File: src/rtl/rename_register_file.sv
// Architectural register file with per-register rename state (busy bit + ROB tag) for the Tomasulo core.
// Optional macro RF_COMMIT_BYPASS_EN: lets a read port take a same-cycle matching commit value directly.
module rename_register_file #(
  parameter int XLEN   = 32,
  parameter int NREG   = 32,
  parameter int ROB_W  = 4,
  parameter int NUM_RD = 2,
  parameter int AW     = $clog2(NREG)
) (
  input  logic                    clk,
  input  logic                    rst,
  input  logic                    rdy,
  input  logic                    clear,
  input  logic                    commit_en,
  input  logic [AW-1:0]           commit_rd,
  input  logic [ROB_W-1:0]        commit_tag,
  input  logic [XLEN-1:0]         commit_val,
  input  logic                    rename_en,
  input  logic [AW-1:0]           rename_rd,
  input  logic [ROB_W-1:0]        rename_tag,
  input  logic [NUM_RD*AW-1:0]    rd_addr,
  output logic [NUM_RD-1:0]       rd_busy,
  output logic [NUM_RD*ROB_W-1:0] rd_tag,
  output logic [NUM_RD*XLEN-1:0]  rd_val,
  output logic [NUM_RD*ROB_W-1:0] rob_q_tag,
  input  logic [NUM_RD-1:0]       rob_q_ready,
  input  logic [NUM_RD*XLEN-1:0]  rob_q_val
);

  logic [XLEN-1:0]  regs [NREG];
  logic [ROB_W-1:0] tags [NREG];
  logic [NREG-1:0]  busy;

  logic             commit_wr;
  logic             commit_clr;
  logic             rename_wr;
  logic [AW-1:0]    a;

  // x0 is never written or renamed; a flush drops the same-cycle rename
  assign commit_wr  = commit_en && (commit_rd != '0);
  assign commit_clr = commit_wr && busy[commit_rd] && (tags[commit_rd] == commit_tag);
  assign rename_wr  = rename_en && (rename_rd != '0) && !clear;

  always_ff @(posedge clk or posedge rst) begin
    if (rst) begin
      busy <= '0;
      for (int i = 0; i < NREG; i++) begin
        regs[i] <= '0;
        tags[i] <= '0;
      end
    end else if (rdy) begin
      if (commit_wr)
        regs[commit_rd] <= commit_val;
      if (clear) begin
        busy <= '0;
      end else begin
        // A tag-mismatched commit leaves a younger rename busy; rename last so it wins.
        if (commit_clr)
          busy[commit_rd] <= 1'b0;
        if (rename_wr) begin
          busy[rename_rd] <= 1'b1;
          tags[rename_rd] <= rename_tag;
        end
      end
    end
  end

  always_comb begin
    rd_busy   = '0;
    rd_tag    = '0;
    rd_val    = '0;
    rob_q_tag = '0;
    a         = '0;
    for (int k = 0; k < NUM_RD; k++) begin
      a = rd_addr[k*AW +: AW];
      if (a == '0) begin
        rd_busy[k] = 1'b0;
      end else if (rename_en && (rename_rd == a)) begin
        rd_busy[k]                 = 1'b1;
        rd_tag[k*ROB_W +: ROB_W]    = rename_tag;
        rob_q_tag[k*ROB_W +: ROB_W] = rename_tag;
`ifdef RF_COMMIT_BYPASS_EN
      end else if (commit_en && (commit_rd == a) && busy[a] && (tags[a] == commit_tag)) begin
        rd_tag[k*ROB_W +: ROB_W]    = tags[a];
        rob_q_tag[k*ROB_W +: ROB_W] = tags[a];
        rd_val[k*XLEN +: XLEN]      = commit_val;
`endif
      end else if (busy[a]) begin
        rd_tag[k*ROB_W +: ROB_W]    = tags[a];
        rob_q_tag[k*ROB_W +: ROB_W] = tags[a];
        if (rob_q_ready[k])
          rd_val[k*XLEN +: XLEN] = rob_q_val[k*XLEN +: XLEN];
        else
          rd_busy[k] = 1'b1;
      end else begin
        rd_val[k*XLEN +: XLEN] = regs[a];
      end
    end
  end

endmodule

File: config.mk
export PLATFORM = sky130hd
export DESIGN_NAME = rename_register_file
export DESIGN_NICKNAME = d
export VERILOG_FILES = /design/src/rtl/rename_register_file.sv
export SDC_FILE = /design/constraint.sdc
export NUM_CORES = 2
export LEC_CHECK = 0
export BUFFER_PORTS_ARGS = -buffer_cell sky130_fd_sc_hd__buf_2
export CAP_MARGIN = 20
export CELL_PAD_IN_SITES_DETAIL_PLACEMENT = 1
export CELL_PAD_IN_SITES_GLOBAL_PLACEMENT = 1
export CORE_AREA = 2 2 348 350
export DETAILED_ROUTE_END_ITERATION = 7
export DIE_AREA = 0 0 350 352
export PLACE_DENSITY = 0.94
export SKIP_LAST_GASP = 1
export SLEW_MARGIN = 20
export SYNTH_ARGS = -nofsm -noshare
export SYNTH_HDL_FRONTEND = slang
export SYNTH_SLANG_ARGS = --single-unit
File: constraint.sdc
create_clock -name clk -period 101 [get_ports clk]
set_clock_uncertainty 0.2 [all_clocks]
set_input_delay 20.2 -clock clk [delete_from_list [all_inputs] [get_ports clk]]
set_output_delay 20.2 -clock clk [all_outputs]
set_load 0.05 [all_outputs]
Yosys cells after proc, flatten, opt, wreduce, memory -nomap -nowiden
Index checks and enable logic that the tools add are counted.

cells by class
  $lt $le $gt $ge = 12
  eq/ne operators = 3
  mux-type cells = 58
  bitwise logic cells = 8
  reductions and logical operators = 18

operators by type and width
  operator            count
  $bwmux 1024         1
  $mux 32             18
  $bmux 32 s5         2
  $demux 32 s5        1
  $bwmux 128          1
  $bmux 4 s5          3
  $mux 4              13
  $and 32x32->32      1
  $not 32->32         1
  $or 32x32->32       1
  $ge 6x6->1 const B  4
  $lt 5x6->1 const B  4
  $not 5->6           4
  $demux 4 s5         1
  $bmux 1 s5          3
  $mux 1              13
  $lt 6x1->1 const B  2
  $logic_and 1x1->1   11
  $demux 1 s5         2
  $eq 5x5->1          2
  $ge 5x1->1 const B  2
  $logic_not 5->1     2
  $reduce_bool 5->1   2
  $eq 4x4->1          1
  4 further kinds     4

word-level totals
  register bits = 1184
  input bits = 132
  output and inout port bits = 82
  logic and storage cells = 164

Longest topological paths before layout
  depth after elaboration = 12
  gate-level depth with buffers = 12
  gate-level depth less buffers = 8

Worst setup path before layout
OpenSTA, ideal clock, no wires.

  path kind = input -> output
  start point = input port rd_addr[0]
  end point = output port rd_val[0]
  arrival time = 23.399 ns
  data required time = 80.600 ns
  path slack = 57.201 ns
  stages on the path = 8
  path buffers = 2
  cell sequence = buf_2 -> mux4_2 -> mux4_2 -> mux2i_1 -> nor2_1 -> or2_1 -> clkbuf_1 -> a211oi_1

on the way
  cells in the longest elaborated chain, start to end = 7
  elaborated cells on any way between the ends = 12
  classes of those cells = eq/ne (1); mux (8); bitwise (1); reduce/logical (2)

RTL lines
  what                                        RTL line  RTL
  start: declaration                          21        input logic [NUM_RD*AW-1:0] rd_addr,
  $not 5->6 (not written as such)             96        rd_val[k*XLEN +: XLEN] = regs[a];
  $bmux 32 s5                                 96
  $mux 32 (not written as such) (2 in a row)  96
  $mux 32                                     88        end else if (busy[a]) begin
  $mux 32                                     78        end else if (rename_en && (rename_rd == a)) begin
  $mux 32 *                                   76        if (a == '0) begin
  end: declaration                            24        output logic [NUM_RD*XLEN-1:0] rd_val,

Every way passes the cells marked *; elsewhere a longest branch is shown, timed or not. The select of a mux whose other input is x is not followed.

Worst setup path in the final report
  start point = input port rd_addr[0]
  end point = output port rd_val[26]

Same word-level chain as after synthesis.

==> results_tabular.tex <==
\begin{tabular}{lr}
\hline
Metric & Value \\
\hline
\multicolumn{2}{l}{\textbf{Logic synthesis}} \\
Count of synthesis-stage warnings from yosys & 0 \\
Synth top area cells & sky130\_fd\_sc\_hd\_\_dfrtp\_1 45\%, sky130\_fd\_sc\_hd\_\_mux4\_2 26\%, sky130\_fd\_sc\_hd\_\_mux2\_2 19\% \\
Average cell area after synthesis & 15.69 um2 \\
Proportion of register bits with asynchronous set or reset after synthesis & between 90\% and 100\% \\
Combinational family with the most area after synthesis & multiplexers \\
Complex-gate fraction of the synthesized area & under 10\% \\
Fraction of the yosys area taken by sequential cells & $\sim$45\% \\
Synthesized instance count & around 4,200 \\
Area leader, netlist & sky130\_fd\_sc\_hd\_\_dfrtp\_1 \\
Fraction of the mapped netlist area in simple logic gates & between 2 and 2.5\% \\
Netlist area before placement & around 65,000 um2 \\
Synthesized netlist net count & 4,295 \\
Count of flip-flops with a built-in enable after synthesis & 0 \\
XOR/XNOR share of the synthesized area & less than 1\% \\
Mux cell area share after synthesis & between 40\% and 50\% \\
Adder-Cell Fraction of Synth Area & 0\% \\
Number of synthesized register bits & 1,184 \\
Top\_reg\_cell synth & sky130\_fd\_sc\_hd\_\_dfrtp\_1 \\
Yosys cell types & between 50 and 60 \\
Proportion of netlist area held by the largest area contributor & between 40\% and 50\% \\
\multicolumn{2}{l}{\textbf{Clock tree}} \\
Worst-skew pair later-pin latency & around 790 ps \\
Resized Gates After CTS & 0 \\
Clock input transition at the sequential cells of the worst setup and hold paths & 60 ps \\
Sink count of the clock tree & roughly 1,200 \\
Count of hold buffers inserted by post-cts repair & 0 \\
CTS tree & yes \\
H-tree lvl count & 3 \\
Number of buffers on the longest clock path & 3 \\
Root Buffer & sky130\_fd\_sc\_hd\_\_clkbuf\_16 \\
Number of clock buffers inserted by TritonCTS & 121 \\
Number of setup buffers added after CTS & 0 \\
\multicolumn{2}{l}{\textbf{Global routing}} \\
Wire length of the first global-routing pass & a little under 400,000 um \\
Number of antenna violations at the first check in global routing & 21 \\
Met1 Resource Use GR & 51.31\% \\
Met2 global-route usage & a little under two thirds \\
Met3 global-route usage & 18.41\% \\
Pin count of the biggest net entering global routing & approximately 190 \\
Vias in the first global route & around 50,000 \\
GRT Max-Usage Layer & met2 \\
All-Layer GR Usage & a little over two fifths \\
Sum of overflow across all layers after global routing & 0 \\
\multicolumn{2}{l}{\textbf{Pwr}} \\
Total Power & 1.361 mW \\
Worst-case vdd ir drop & roughly 0.016 mV \\
Cell leakage power & about 32 nW \\
Power density over the cells & 19.00 nW/um2 \\
\multicolumn{2}{l}{\textbf{Critical path}} \\
Critical path startpoint category & primary input \\
Crit path required time & 80,600 ps \\
Maximum fanout encountered on the critical timing path & 94 \\
Delay of the slowest critical-path stage & 650 ps \\
Endpoint arrival time on the critical path & approximately 25,000 ps \\
Kind of cell adding the most delay to the critical path & buffers and inverters \\
Critical Setup Path Class & primary input to output pin \\
Count of buffer and inverter cells on the critical path & 5 \\
Capturing element type of the critical path & output pin \\
List of cells traversed by the critical path & buf\_8, buf\_12, mux4\_2, mux4\_2, mux2i\_4, buf\_4, buf\_4, nor2\_1, a211oi\_1, buf\_2 \\
Master of the slowest instance on the critical path & sky130\_fd\_sc\_hd\_\_buf\_8 \\
\multicolumn{2}{l}{\textbf{Floorplanning}} \\
Effective utilization at floorplan & about 55\% \\
FP Rows & between 100 and 150 \\
Area enclosed by the die boundary & between 100,000 and 150,000 um2 \\
Core Box Area & about 120,000 um2 \\
Count of pins on the block boundary & approximately 210 \\
Die Width & between 300 and 400 um \\
Vertical extent of the die & 352 um \\
\multicolumn{2}{l}{\textbf{Timing}} \\
Count of endpoints failing hold in the final timing report & 0 \\
Final critical path time including I/O delays and setup & around 45,000 ps \\
RSZ-0062 raised after global routing & no \\
\# setup viols final & 0 \\
Slew @ Worst Pin & between 1000 and 1500 ps \\
Share of the clock period used by the worst path & 45.00\% \\
Max-slew violation total from the final report & 0 \\
Fmax & $\sim$22 MHz \\
Headroom to the max-slew limit & between 7 and 8\% \\
Total negative slack for setup checks & 0 ps \\
\multicolumn{2}{l}{\textbf{Detailed routing}} \\
Avg WL per Cell & about 46 um \\
Overall via count from detail\_route & roughly 48,000 \\
Router iterations before antenna repair & 8 \\
Aggregate routed wire length & about 270,000 um \\
Via/cell ratio & approximately 8.2 \\
Number of nets with antenna violations after detailed routing & 0 \\
DRC violation total after the first TritonRoute iteration & between 7,000 and 8,000 \\
DRC violation count after routing & 1 \\
\multicolumn{2}{l}{\textbf{Finish}} \\
Most used cells in the layout excluding fill and tap cells & 1,184 x sky130\_fd\_sc\_hd\_\_dfrtp\_1, 1,115 x sky130\_fd\_sc\_hd\_\_mux2\_2, 745 x sky130\_fd\_sc\_hd\_\_mux4\_2, 202 x sky130\_fd\_sc\_hd\_\_buf\_2, 137 x sky130\_fd\_sc\_hd\_\_mux2i\_1 \\
Nets & between 4,000 and 5,000 \\
Share of the core filled with cells & between 60 and 70\% \\
Most common cell after layout, fill and taps aside & sky130\_fd\_sc\_hd\_\_dfrtp\_1 \\
Fill cells & about 10,000 \\
Seq. cell area & roughly 30,000 um2 \\
Area growth from synthesis to final layout & 9.645\% \\
Final cell count without fillers & $\sim$5,800 \\
Final Cell Area & 71,630 um2 \\
Multi-input gate area in the final layout & 33,850 um2 \\
Share of layout cells above drive strength 1 & roughly three fifths \\
\multicolumn{2}{l}{\textbf{Placed design}} \\
Placed Instance Area & 67,350 um2 \\
Placed cell count & about 5,600 \\
Final weighted congestion in routability-driven placement & approximately 0.95 \\
Post-detailed-placement half-perimeter wirelength & roughly 140,000 um \\
Count of input and output buffers & 213 \\
\multicolumn{2}{l}{\textbf{Run status}} \\
Failing checks & design-rule violations \\
Run status & complete, but fails checks \\
\multicolumn{2}{l}{\textbf{Job}} \\
Maximum Capacitance Violations & 0 \\
\multicolumn{2}{l}{\textbf{Hold path}} \\
Worst min-delay path class & flop to flop \\
\hline
\end{tabular}
[per-stage QoR]
stage,hold WS (ps),setup WS [ps]
after global placement,176.4,55900
after detailed placement,187.6,55800
after floorplan,241.3,47250
final,199.1,55550
after global routing,218.7,55380
after CTS,203.8,55610
[metal layers]
layer	up-vias	wire length, um
met3	1819	35950
met4	23	26440
met2	4869	119300
met5	-	434
met1	24750	85700
li1	16110	-
[cell usage after synthesis, types with 7 or more instances]
| cell type | count |
|---|---|
| sky130_fd_sc_hd__dfrtp_1 | 1184 |
| sky130_fd_sc_hd__mux2_2 | 1115 |
| sky130_fd_sc_hd__mux4_2 | 745 |
| sky130_fd_sc_hd__clkbuf_1 | 302 |
| sky130_fd_sc_hd__nor2_1 | 142 |
| sky130_fd_sc_hd__mux2i_1 | 139 |
| sky130_fd_sc_hd__buf_2 | 113 |
| sky130_fd_sc_hd__buf_1 | 49 |
| sky130_fd_sc_hd__nand2_1 | 42 |
| sky130_fd_sc_hd__a211oi_1 | 33 |
| sky130_fd_sc_hd__a211oi_2 | 30 |
| sky130_fd_sc_hd__o21ai_0 | 29 |
| sky130_fd_sc_hd__o22ai_1 | 27 |
| sky130_fd_sc_hd__inv_1 | 24 |
| sky130_fd_sc_hd__a21oi_1 | 20 |
| sky130_fd_sc_hd__a31oi_1 | 17 |
| sky130_fd_sc_hd__nand3_1 | 16 |
| sky130_fd_sc_hd__buf_4 | 15 |
| sky130_fd_sc_hd__nor3_1 | 14 |
| sky130_fd_sc_hd__xor2_1 | 10 |
| sky130_fd_sc_hd__and3_1 | 7 |
| sky130_fd_sc_hd__nor4_1 | 7 |
[power breakdown]
group	switching (mW)	leakage [nW]	total [mW]	internal, mW
Combinational	0.142	13.7	0.273	0.130
Sequential	0.0697	15.8	0.601	0.531
Clock	0.220	2.04	0.488	0.267
[registers in the layout (all words and copies together) (netlist names)]
register / cells
tags: 128
busy: 32
regs: 1024
[worst paths after layout]
kind,slack (ps),endpoint,startpoint,depth (start not counted)
setup / recovery,55550,rd_val[26],rd_addr[0],10
hold / removal,200,regs[1017],regs[1017],0
setup reg to reg,97320,busy[8],tags[84],8
hold reg to reg,200,regs[1017],regs[1017],0
max in group asynchronous,77860,regs[340],rst,5
min in group asynchronous,19370,regs[488],rst,2
[area by class of cell]
class / instances / area share (%)
antenna: 13 / 0.04541
clock inverter: 56 / 0.8995
tap: 1612 / 2.816
inverter: 25 / 0.1415
sequential: 1184 / 41.36
clock buffer: 164 / 4.858
timing repair buffer: 290 / 2.624
multi-input combinational: 2475 / 47.26
[cell families (layout without fill, tap and decap cells)]
| family | after synthesis | after routing |
|---|---|---|
| simple gates | 277 | 277 |
| mux | 2005 | 2005 |
| xor+xnor | 14 | 14 |
| flops | 1184 | 1184 |
| buf+inv | 504 | 535 |
| compound gates | 179 | 179 |
| other cells | 0 | 13 |
Power figures use the tool's default switching activity.
